### config.mk
export PLATFORM = sky130hd
export DESIGN_NAME = pe_sequencer
export DESIGN_NICKNAME = d
export VERILOG_FILES = /design/src/rtl/pe_sequencer.sv
export SDC_FILE = /design/constraint.sdc
export NUM_CORES = 1
export LEC_CHECK = 0
export CORE_ASPECT_RATIO = 0.75
export CORE_MARGIN = 3
export CORE_UTILIZATION = 50
export CTS_CLUSTER_DIAMETER = 40
export DETAILED_ROUTE_END_ITERATION = 10
export DONT_BUFFER_PORTS = 1
export REMOVE_ABC_BUFFERS = 1
export SYNTH_ARGS = -nofsm -noshare
export SYNTH_HDL_FRONTEND = slang
export SYNTH_SLANG_ARGS = --single-unit
### constraint.sdc
create_clock -name Clk -period 4.5 [get_ports Clk]
set_input_delay 0.9 -clock Clk [delete_from_list [all_inputs] [get_ports Clk]]
set_output_delay 0.9 -clock Clk [all_outputs]
set_load 0.005 [all_outputs]
### src/rtl/pe_sequencer.sv
// Control sequencer for an array of processing elements: starts a sum pass,
// accumulates per-PE channel sums into an expected background colour,
// then runs a background-removal pass and acknowledges the PEs.
// Outputs are registered from the state register, so each output follows
// the state it reflects by one clock.
module pe_sequencer #(
  parameter int NUM_PE     = 4,
  parameter int SUM_W      = 16,
  parameter int LOG2_TOTAL = 2,
  parameter int TIMEOUT    = 255
) (
  input  logic                    Clk,
  input  logic                    Reset,
  input  logic                    Start,
  input  logic [7:0]              threshold_in,
  input  logic [7:0]              bg_r_in,
  input  logic [7:0]              bg_g_in,
  input  logic [7:0]              bg_b_in,
  input  logic [NUM_PE-1:0]       Qsd,
  input  logic [NUM_PE-1:0]       Qbgd,
  input  logic [NUM_PE*SUM_W-1:0] red_sum_in,
  input  logic [NUM_PE*SUM_W-1:0] green_sum_in,
  input  logic [NUM_PE*SUM_W-1:0] blue_sum_in,
  output logic                    Start_Sum,
  output logic                    Start_BgRemoval,
  output logic                    Ack,
  output logic [7:0]              red_exp,
  output logic [7:0]              green_exp,
  output logic [7:0]              blue_exp,
  output logic [7:0]              threshold,
  output logic [7:0]              desired_bg_r,
  output logic [7:0]              desired_bg_g,
  output logic [7:0]              desired_bg_b,
  output logic                    Busy,
  output logic                    Done,
  output logic                    Error
);

  // Accumulators are wide enough that NUM_PE full-scale sums cannot overflow.
  localparam int ACC_W = SUM_W + $clog2(NUM_PE);
  localparam int IDX_W = (NUM_PE > 1) ? $clog2(NUM_PE) : 1;
  localparam int WD_W  = $clog2(TIMEOUT + 1);

  typedef enum logic [3:0] {
    IDLE, SUM_START, SUM_WAIT, ACCUM, COMPUTE,
    BG_START, BG_WAIT, ACK, DONE, ERROR
  } state_t;

  state_t           state_reg, state_next;
  logic [WD_W-1:0]  wdog_reg;
  logic [IDX_W-1:0] pe_idx_reg;
  logic [ACC_W-1:0] red_acc_reg, green_acc_reg, blue_acc_reg;
  logic             accept;
  logic             idle_like;

  logic [SUM_W-1:0] red_pe   [NUM_PE];
  logic [SUM_W-1:0] green_pe [NUM_PE];
  logic [SUM_W-1:0] blue_pe  [NUM_PE];

  // Split the flat per-PE buses into indexable per-PE slices.
  generate
    for (genvar gi = 0; gi < NUM_PE; gi++) begin : g_unpack
      assign red_pe[gi]   = red_sum_in[gi*SUM_W +: SUM_W];
      assign green_pe[gi] = green_sum_in[gi*SUM_W +: SUM_W];
      assign blue_pe[gi]  = blue_sum_in[gi*SUM_W +: SUM_W];
    end
  endgenerate

  assign idle_like = (state_reg == IDLE) || (state_reg == DONE) || (state_reg == ERROR);
  assign accept    = Start && idle_like;

  // Average and clamp an accumulator to an 8-bit colour.
  function automatic logic [7:0] sat8(input logic [ACC_W-1:0] acc);
    logic [ACC_W-1:0] shifted;
    shifted = acc >> LOG2_TOTAL;
    if (shifted > ACC_W'(255)) return 8'hFF;
    return shifted[7:0];
  endfunction

  // State register.
  always_ff @(posedge Clk) begin
    if (Reset) state_reg <= IDLE;
    else       state_reg <= state_next;
  end

  // Next-state logic, including the wait-state watchdogs.
  always_comb begin
    state_next = state_reg;
    case (state_reg)
      IDLE, DONE, ERROR: if (accept) state_next = SUM_START;
      SUM_START: state_next = SUM_WAIT;
      SUM_WAIT: begin
        if (&Qsd)                                state_next = ACCUM;
        else if (wdog_reg == WD_W'(TIMEOUT - 1)) state_next = ERROR;
      end
      ACCUM:    if (pe_idx_reg == IDX_W'(NUM_PE - 1)) state_next = COMPUTE;
      COMPUTE:  state_next = BG_START;
      BG_START: state_next = BG_WAIT;
      BG_WAIT: begin
        if (&Qbgd)                               state_next = ACK;
        else if (wdog_reg == WD_W'(TIMEOUT - 1)) state_next = ERROR;
      end
      ACK:      state_next = DONE;
      default:  state_next = IDLE;
    endcase
  end

  // Datapath: watchdog, PE walk, accumulation, colour compute and config latch.
  always_ff @(posedge Clk) begin
    if (Reset) begin
      wdog_reg      <= '0;
      pe_idx_reg    <= '0;
      red_acc_reg   <= '0;
      green_acc_reg <= '0;
      blue_acc_reg  <= '0;
      red_exp       <= '0;
      green_exp     <= '0;
      blue_exp      <= '0;
      threshold     <= '0;
      desired_bg_r  <= '0;
      desired_bg_g  <= '0;
      desired_bg_b  <= '0;
    end else begin
      if ((state_reg == SUM_START) || (state_reg == BG_START))
        wdog_reg <= '0;
      else if ((state_reg == SUM_WAIT) || (state_reg == BG_WAIT))
        wdog_reg <= wdog_reg + WD_W'(1);

      if (state_reg == SUM_WAIT) begin
        pe_idx_reg    <= '0;
        red_acc_reg   <= '0;
        green_acc_reg <= '0;
        blue_acc_reg  <= '0;
      end else if (state_reg == ACCUM) begin
        pe_idx_reg    <= pe_idx_reg + IDX_W'(1);
        red_acc_reg   <= red_acc_reg   + ACC_W'(red_pe[pe_idx_reg]);
        green_acc_reg <= green_acc_reg + ACC_W'(green_pe[pe_idx_reg]);
        blue_acc_reg  <= blue_acc_reg  + ACC_W'(blue_pe[pe_idx_reg]);
      end

      if (state_reg == COMPUTE) begin
        red_exp   <= sat8(red_acc_reg);
        green_exp <= sat8(green_acc_reg);
        blue_exp  <= sat8(blue_acc_reg);
      end

      if (accept) begin
        threshold    <= threshold_in;
        desired_bg_r <= bg_r_in;
        desired_bg_g <= bg_g_in;
        desired_bg_b <= bg_b_in;
      end
    end
  end

  // Registered status and handshake outputs decoded from the current state;
  // an accepted Start drops Done/Error and raises Busy at the same edge.
  always_ff @(posedge Clk) begin
    if (Reset) begin
      Start_Sum       <= 1'b0;
      Start_BgRemoval <= 1'b0;
      Ack             <= 1'b0;
      Busy            <= 1'b0;
      Done            <= 1'b0;
      Error           <= 1'b0;
    end else begin
      Start_Sum       <= (state_reg == SUM_START);
      Start_BgRemoval <= (state_reg == BG_START);
      Ack             <= (state_reg == COMPUTE) || (state_reg == ACK);
      Busy            <= accept || !idle_like;
      Done            <= (state_reg == DONE) && !accept;
      Error           <= (state_reg == ERROR) && !accept;
    end
  end

endmodule

### After elaboration in Yosys (flattened, before gate mapping)

Cells that the tools add are included.

* add/sub/neg operators: 5
* multiply operators: 0
* div/mod/pow operators: 0
* $lt $le $gt $ge: 4
* equal/unequal tests: 13
* shifts and indexed selects: 0
* muxes and demuxes: 30
* bitwise logic cells: 1
* reductions and logical operators: 18

Operators with widths (number)
* 16-bit binary-select mux with 2-bit select: 3
* 16-bit 2-to-1 mux: 6
* 18-bit by 16-bit adder with 18-bit output: 3
* 16-bit by 8-bit > comparator with 1-bit output (second input constant): 3
* 8-bit 2-to-1 mux: 6
* 4-bit one-hot mux with 8 select lines: 1
* 4-bit 2-to-1 mux: 5
* 4-bit by 3-bit == test with 1-bit output (second input constant): 4
* 1-bit 2-to-1 mux: 9
* 8-bit by 1-bit adder with 8-bit output (second input constant): 1
* 4-bit by 2-bit == test with 1-bit output (second input constant): 2
* 4-bit == test (second input constant): 2
* 8-bit == test (second input constant): 1
* 4-bit AND reduction: 2
* 1-bit logical OR: 6
* 4-bit by 1-bit == test with 1-bit output (second input constant): 1
* 4-bit logical NOT: 1
* 2-bit != test (second input constant): 2
* 2-bit OR reduction: 2
* 3-bit >= comparator (second input constant): 1
* 1-bit logical AND: 3
* 2-bit inverter with 3-bit output: 1
* 3-bit OR reduction: 1
* 2-bit by 1-bit adder with 2-bit output (second input constant): 1
* other kinds (3): 4

* bits in registers: 130
* bits in latches: 0
* memory bits (writable): 0
* memory bits (read-only): 0
* input bits: 235
* output and inout bits: 62
* memories: 0

### Logic depth before layout (Yosys ltp)

* word-level depth: 6
* gate-level depth with buffers: 15
* gate-level depth less buffers: 12

### Worst setup path before layout

Ideal clock, no wire load.

* path kind: register -> register
* start: register pe_idx_reg[0]
* end: register blue_acc_reg[14]
* arrival: 3300 ps
* data required time: 4373 ps
* path slack: 1073 ps
* cell stages (with the launch flop): 16
* path buffers: 3
* period minus slack after synthesis: 3427 ps
* path through: dfxtp_1 -> clkbuf_1 -> buf_2 -> buf_2 -> mux4_2 -> ha_1 -> inv_1 -> fa_1 -> nand2b_1 -> a21oi_1 -> o41a_1 -> o21ai_1 -> nor2b_1 -> o21ai_0 -> mux2i_1 -> o22ai_1

* word-level cells in the longest chain between the ends: 5

Ends and longest elaborated chain
* start, declared: line 51 `logic [IDX_W-1:0] pe_idx_reg;`
* start signal, assigned: line 135 `pe_idx_reg <= pe_idx_reg + IDX_W'(1);`
* 2-bit inverter with 3-bit output (implied by the code): line 138 `blue_acc_reg <= blue_acc_reg + ACC_W'(blue_pe[pe_idx_reg]);`
* 16-bit binary-select mux with 2-bit select: line 138
* 16-bit 2-to-1 mux (implied by the code) (2 in a row): line 138
* 18-bit by 16-bit adder with 18-bit output: line 138
* end signal, assigned: line 138
* end, declared: line 52 `logic [ACC_W-1:0] red_acc_reg, green_acc_reg, blue_acc_reg;`

Every way passes these cells. The select of a mux whose other input is x is not followed.
A chain may end at the register's enable or synchronous reset.

### Worst setup path in the final report

Ends and elaborated chain as after synthesis.

==> metrics.md <==
| Metric | Value |
|---|---|
| Largest net degree at the start of global routing | 68 |
| DP Cell Count | 1,097 |
| M2 GR Usage | 38.2% |
| Worst Path Required | 4.79 ns |
| Clock transition at path regs | about 0.060 ns |
| Leakage | roughly 3.2 nW |
| R2R Path Start | pe_idx_reg[0]$_SDFFE_PP0P_ |
| H-tree depth | 4 |
| Clk sinks | 130 |
| DP Wirelength | around 17,000 um |
| First-pass DRT Iterations | 5 |
| Run status | complete, no violations |
| Vias | 6,776 |
| R2R Path End | blue_acc_reg[14]$_SDFFE_PP0P_ |
| Place WS | 0.858 ns |
| Number of global-route vias before repair | ~6,600 |
| Met1 GRT Util | 33.2% |
| Routed length per placed instance | 19.3 um |
| Area added between synthesis and finish | 9.17% |
| PwrDens | 412 mW/mm2 |
| GR Overflow Total | 0 |
| CP Launch Point | pe_idx_reg[0]$_SDFFE_PP0P_ |
| Setup CP Type | reg2reg |
| Setup crit end | blue_acc_reg[14]$_SDFFE_PP0P_ |
| CP startpoint kind | flip-flop |
| Initial Util | 52.0% |
| Mux contribution to synthesized area | 13.7% |
| Top-count cell post-synth | nand2_1 |
| Syn avg cell area | 8.65 um2 |
| Routed Antenna Nets | 0 |
| Hold_buf cts | 0 |
| Largest family of logic cells by synthesized area | simple AND/OR/NAND/NOR gates |
| Synth Cell Area | 0.00804 mm2 |
| Post-synth ARST share | 0% |
| Crit. path cell count | 11 |
| Post-Synthesis Cells | between 900 and 1,000 |
| # DRC | 0 |
| Port-buffer cells | 0 |
| Tot Pwr | 3.62 mW |
| Chip height | 116 um |
| Crit path cell chain | buf_4, mux4_2, ha_1, o211ai_1, a21oi_1, o41a_1, o21ai_1, nor2b_1, o21ai_0, mux2i_1, o22ai_1 |
| Slew headroom | 23.2% |
| Final WS setup | 0.846 ns |
| R2R Setup Slk | 0.85 ns |
| Post-Synth XOR/XNOR Area | 4.79% |
| Tcrit/Tclk final | 81.2% |
| Slew Viols, Final | 0 |
| CP top delay family | compound AO/OA/AOI/OAI gates |
| CP max FO | 34 |
| Synth Flop Type | dfxtp_1 |
| Worst r2r path cells | 11 |
| Yosys top cell area share | between 30% and 40% |
| Fin Setup TNS | 0 ns |
| GRT Util Overall | 24.1% |
| Seq/Total Area, Yosys | 32.4% |
| Ys Warns | 0 |
| Die X | 152 um |
| Tmin final | 3.65 ns |
| Total CTS buffers | 17 |
| Top post-synthesis cells by area | dfxtp_1 (32%), mux4_2 (13%), ha_1 (7.9%), nand2_1 (6.7%), a21oi_1 (6.4%) |
| Grt peak-use layer | met2 |
| Synthesized-area fraction occupied by adder cells | between 8 and 9% |
| # resized after CTS | 0 |
| Type of destination of the critical path | flip-flop |
| Antenna violations before repair | 1 |
| Critical-path top delay cell | dfxtp_4 |
| Non-filler cells, final | 1,130 |
| DIE AREA | 0.0177 mm2 |
| Layout cell share with drive strength beyond 1 | about an eighth |
| Post-DP Area | 0.00821 mm2 |
| Final Hold Vio Count | 0 |
| Max_cap viols | 0 |
| Fin area | ~0.0088 mm2 |
| Simple-gate share of the synthesized area | 20.3% |
| Post-synthesis compound-gate area fraction | between 10% and 20% |
| Total wire length | 21,800 um |
| Critical Path AT | 3.95 ns |
| Worst path max stage delay | 0.79 ns |
| Routability cong. | 0.879 |
| RSZ-0062 raised after global routing | no |
| Grt met3 use | 6.20% |
| Via density | between 5 and 6 |
| Clock root cell | clkbuf_16 |
| Area of the core | roughly 0.015 mm2 |
| FMAX | between 200 and 300 MHz |
| Clock Skews | 0.0109 ns |
| I/O pin total | 297 |
| Class of the worst hold path | reg2reg |
| Tightest Pin Transition | 1.15 ns |
| EDFF count, synth | 0 |
| CTS max path bufs | 2 |
| Final setup vio count | 0 |
| Setup bufs post-CTS | 0 |
| Worst Path Buf+Inv | 1 |
| First-pass GRT wire length | 34,000 um |
| Synth cell count leaders | nand2_1 (144), dfxtp_1 (130), a21oi_1 (103), nor2_1 (103), ha_1 (51) |
| DRT iter0 DRCs | 458 |
| # rows | 39 |
| Peak VDD IR | ~0.24 mV |
| CTS tree | built |
| Worst skew pair latency | 0.43 ns |
| Library cells used by synthesis | 64 |
| Yosys reg bits | 130 |
| Fin nets | about 1,200 |
| Area leader, netlist | dfxtp_1 |
## per-stage QoR
stage	hold WS, ns	utilization (%)
final	0.464	56.7
after CTS	0.468	56.7
after global placement	0.446	53.0
after detailed placement	0.459	53.0
after floorplan	0.441	-
after global routing	0.484	56.7
## worst reg2reg max path, delay by kind of cell, from the launching register on
family,cells,cell delay [ns]
flip-flops,1,0.79
buffers and inverters,1,0.36
AO/OA/AOI/OAI,6,1.05
adder cells (fa/ha/maj),1,0.35
AND/OR/NAND/NOR,1,0.21
multiplexers,2,0.76
## cells in the final DEF, fill, tap and decap left out, types with 13 or more instances in the layout
| cell type | instances |
|---|---|
| nand2_1 | 144 |
| dfxtp_1 | 128 |
| nor2_1 | 103 |
| a21oi_1 | 103 |
| ha_1 | 51 |
| mux4_2 | 48 |
| nor3_1 | 41 |
| o21ai_0 | 30 |
| xnor2_1 | 27 |
| inv_1 | 21 |
| xor2_1 | 17 |
| clkbuf_16 | 17 |
| nand3_1 | 14 |
| a211oi_1 | 13 |
## routing by layer
layer  routed length (um)  share of wire [%]
met4                  275                1.3
met5                    0                  0
met1                10100                 46
met3                 1630                7.5
met2                 9860                 45
## worst min-delay path by stage
stage               slack, ns                           from                            end  cells after the start
global route             0.48  green_acc_reg[0]$_SDFFE_PP0P_  green_acc_reg[0]$_SDFFE_PP0P_                      2
detailed placement       0.46    red_acc_reg[0]$_SDFFE_PP0P_    red_acc_reg[0]$_SDFFE_PP0P_                      2
global placement         0.45   blue_acc_reg[0]$_SDFFE_PP0P_   blue_acc_reg[0]$_SDFFE_PP0P_                      2
CTS                      0.47    red_acc_reg[0]$_SDFFE_PP0P_    red_acc_reg[0]$_SDFFE_PP0P_                      2
finish                   0.46    red_acc_reg[0]$_SDFFE_PP0P_    red_acc_reg[0]$_SDFFE_PP0P_                      2
floorplan                0.44   blue_acc_reg[0]$_SDFFE_PP0P_   blue_acc_reg[0]$_SDFFE_PP0P_                      2
## layout make-up
class / count / area [um2]
Sequential cell: 130 / 2610
Inverter: 21 / 78.8
Clock inverter: 14 / 130
Timing Repair Buffer: 11 / 82.6
Fill cell: 1392 / 6690
Antenna cell: 1 / 2.50
Clock buffer: 18 / 439
Tap cell: 205 / 256
Multi-Input combinational cell: 730 / 5180
## kinds of logic (layout without fill, tap and decap cells)
kind of cell               Yosys count  in the layout
and+or+nand+nor                    364            364
AOI/OAI and AO/OA                  218            218
DFF                                130            130
buffers and inverters               69             64
adders and majority gates           54             54
muxes                               50             50
xor gates and xnor gates            44             44
other                                0              1
## power breakdown
| group | leakage, nW | switching [mW] | internal [mW] |
|---|---|---|---|
| registers | 1.06 | 0.128 | 1.26 |
| logic | 1.90 | 0.514 | 0.383 |
| clock network | 0.283 | 0.556 | 0.781 |
| total | 3.24 | 1.20 | 2.42 |
Note: power is estimated with default switching activity, not from simulation.
==> RTL edit 1: new RTL, same settings <==
The 10 states of `state_t` get a one-hot encoding in 10 bits.
--- a/src/rtl/pe_sequencer.sv
+++ b/src/rtl/pe_sequencer.sv
@@ -42,7 +42,7 @@
   localparam int WD_W  = $clog2(TIMEOUT + 1);
 
-  typedef enum logic [3:0] {
-    IDLE, SUM_START, SUM_WAIT, ACCUM, COMPUTE,
-    BG_START, BG_WAIT, ACK, DONE, ERROR
+  typedef enum logic [9:0] {
+    IDLE = 10'b0000000001, SUM_START = 10'b0000000010, SUM_WAIT = 10'b0000000100, ACCUM = 10'b0000001000, COMPUTE = 10'b0000010000,
+    BG_START = 10'b0000100000, BG_WAIT = 10'b0001000000, ACK = 10'b0010000000, DONE = 10'b0100000000, ERROR = 10'b1000000000
   } state_t;
 
Formal check against the unedited RTL: no difference found for any inputs over 4 cycles, from zero or initial values and one cycle with Reset high; so few cycles prove little.
==> RTL edit 1 against the original RTL <==
- area after synthesis up 3.8%
- die area is 3.6% higher
- critical endpoint is now red_acc_reg[16]
- routed wire length grew 4.1%
- largest cell class unchanged
- sequential cell count up 6
- final area is 3.3% higher
- count of clock-buffer cells in the layout rose by 1
- worst setup slack lost 130 ps
- core utilization is 0.67 points lower
Power is not compared: it rests on default switching activity, and its combinational part moved more than twofold at a synthesized area within 25%.
==> RTL edit 1: results <==
[setup_path]
critPathMaxFanout = 25
slowest_delay_ps = 670
crit_arrival_ps = 4120
rr_worst_depth = 12
crit_path_end = "red_acc_reg[16]"
slowest_stage = "dfxtp_4"
reg2reg_slack_ps = 720

[grt]
use_met2_pct = 37.30
grt_usage_pct = 23.94
grt_overflow_total = 0
gr-usage-met1_pct = 32.93
antenna_found_initial = 0
grtUsageMet3_pct = 5.880
grt_max_degree = 75
grt_pass1_vias = 6951

[drt]
drt_iter0_markers = 528
route.met2.wl_mm = 10.11
drt-total-wl_mm = 22.73

[worst_hold_path]
hold_end = "green_acc_reg[0]"
holdCritStartpoint = "green_acc_reg[0]"

[final_layout]
layout-drive-gt1-share_pct = 11.11
fill_cells = 1471
nNetsFinal = 1239
antennaDiodeCount = 0

[logic_synthesis]
synthArstFlopShare_pct = 0
ys_top_cells_by_count = "152 x nand2_1, 136 x dfxtp_1, 108 x nor2_1"
syn_inst = 973
synth-seq-area-share_pct = 32.62
synth_area_leaders = "dfxtp_1 33%, mux4_2 13%, ha_1 7.6%"
synthDistinctLibCells = 62
synthFlopType = "dfxtp_1"

[sta]
skew_ps = 9.884
whs_ps = 468.2

[power_and_ir_drop]
power_mw = 2.857

[placed_design]
place_inst = 1141

[run_status]
status = "finished clean"
==> RTL edit 1: cell families after synthesis <==
family	synth area share [%]
AND/OR/NAND/NOR	22.44
adder cells (fa/ha/maj)	8.365
AO/OA/AOI/OAI	14.81
buffers and inverters	3.493
XOR/XNOR	4.722
multiplexers	13.55
flip-flops	32.62
==> RTL edit 1: layout make-up <==
class                   count  area share [%]
clock buffers              19           4.997
well taps                 210           2.899
flip-flops and latches    136           30.09
multi-input cells         768           58.95
clock inverters            13           1.449
inverters                  15          0.6212
repair buffers             12          0.9939
==> RTL edit 1: through the flow <==
stage               setup TNS [ps]  worst slack [ps]  utilization [%]  cell area, um2
floorplan                    -1326            -276.7                -            8112
global placement                 0             894.7            52.45            8479
detailed placement               0             747.1            52.45            8479
CTS                              0             743.6            56.07            9064
global route                     0             373.3            56.07            9064
finish                           0             720.7            56.07            9064
==> RTL edit 2: new RTL, same settings <==
Made on the original files. Set the parameter `SUM_W` to 12 (it was 16).
--- a/src/rtl/pe_sequencer.sv
+++ b/src/rtl/pe_sequencer.sv
@@ -6,5 +6,5 @@
 module pe_sequencer #(
   parameter int NUM_PE     = 4,
-  parameter int SUM_W      = 16,
+  parameter int SUM_W      = 12,
   parameter int LOG2_TOTAL = 2,
   parameter int TIMEOUT    = 255
Interface: changed (resized blue_sum_in, green_sum_in and red_sum_in); port bits go from 297 to 249. No check against the original RTL was run, so the function may have changed too.
==> RTL edit 2 against the original RTL <==
- area after synthesis decreased by 11%
- critical endpoint is now red_acc_reg[10]
- final area decreased by 10%
- die area decreased by 10%
- sequential cell count decreased by 12
- total power decreased by 10%
- largest power group is now the clock network
- routed wire length decreased by 13%
- cell count decreased by 11%
- global-route usage decreased by 0.78 points
- worst setup slack improved by 470 ps
- combinational power decreased by 27%
==> RTL edit 2: results <==
[run_status]
status = "finished clean"

[setup_path]
cp_top_family = "flip-flops"
critPathMaxFanout = 38
slowest_stage = "dfxtp_2"
crit_arrival_ps = 3490

[final_layout]
nNetsFinal = 1049
layout-drive-gt1-share_pct = 10.92
antennaDiodeCount = 0

[power_and_ir_drop]
combPwrFrac_pct = 20.1
pwr-share-seq_pct = 38.0
p_sw_share_pct = 31.29
p_leak_nw = 3.095

[drt]
vias_per_cell = 6.309
drt_iter0_markers = 441
dr.pass1.iters = 6
drt-total-wl_mm = 18.91
wl_per_cell_um = 18.76

[placed_design]
place_inst = 976
gp_congestion = 0.8542
hpwl_mm = 13.72
detailedPlace.worstSlack_ps = 1336

[logic_synthesis]
syn_inst = 840
synthAdderAreaFrac_pct = 7.641
muxShareOfSynthArea_pct = 12.70
synth_compound_area_share_pct = 17.22
synth-seq-area-share_pct = 32.94

[grt]
grt_first_pass_wirelength_mm = 29.23
grt_pass1_vias = 5880

[sta]
skew_ps = 7.707
## RTL edit 2: layer usage
metal,share of wire (%),GRT usage (%)
met1,42,30.32
met2,46,37.11
met3,8.8,5.783
met4,2.4,9.787
met5,0,0
## RTL edit 2: final cells by class
| cell class | instances | area, um2 |
|---|---|---|
| inverters | 20 | 75.07 |
| clock buffers | 18 | 429.2 |
| repair buffers | 11 | 82.58 |
| clock inverters | 14 | 161.4 |
| multi-input cells | 652 | 4538 |
| flip-flops and latches | 118 | 2365 |
| fillers | 1236 | 6018 |
| well taps | 175 | 219.0 |
## RTL edit 2: final timing paths
| check | start | endpoint | slack, ps | depth (start not counted) |
|---|---|---|---|---|
| hold reg to reg | green_acc_reg[0] | green_acc_reg[0] | 460 | 2 |
| hold / removal | green_acc_reg[0] | green_acc_reg[0] | 460 | 2 |
| setup / recovery | pe_idx_reg[1] | red_acc_reg[10] | 1320 | 9 |
| setup reg to reg | pe_idx_reg[1] | red_acc_reg[10] | 1320 | 9 |
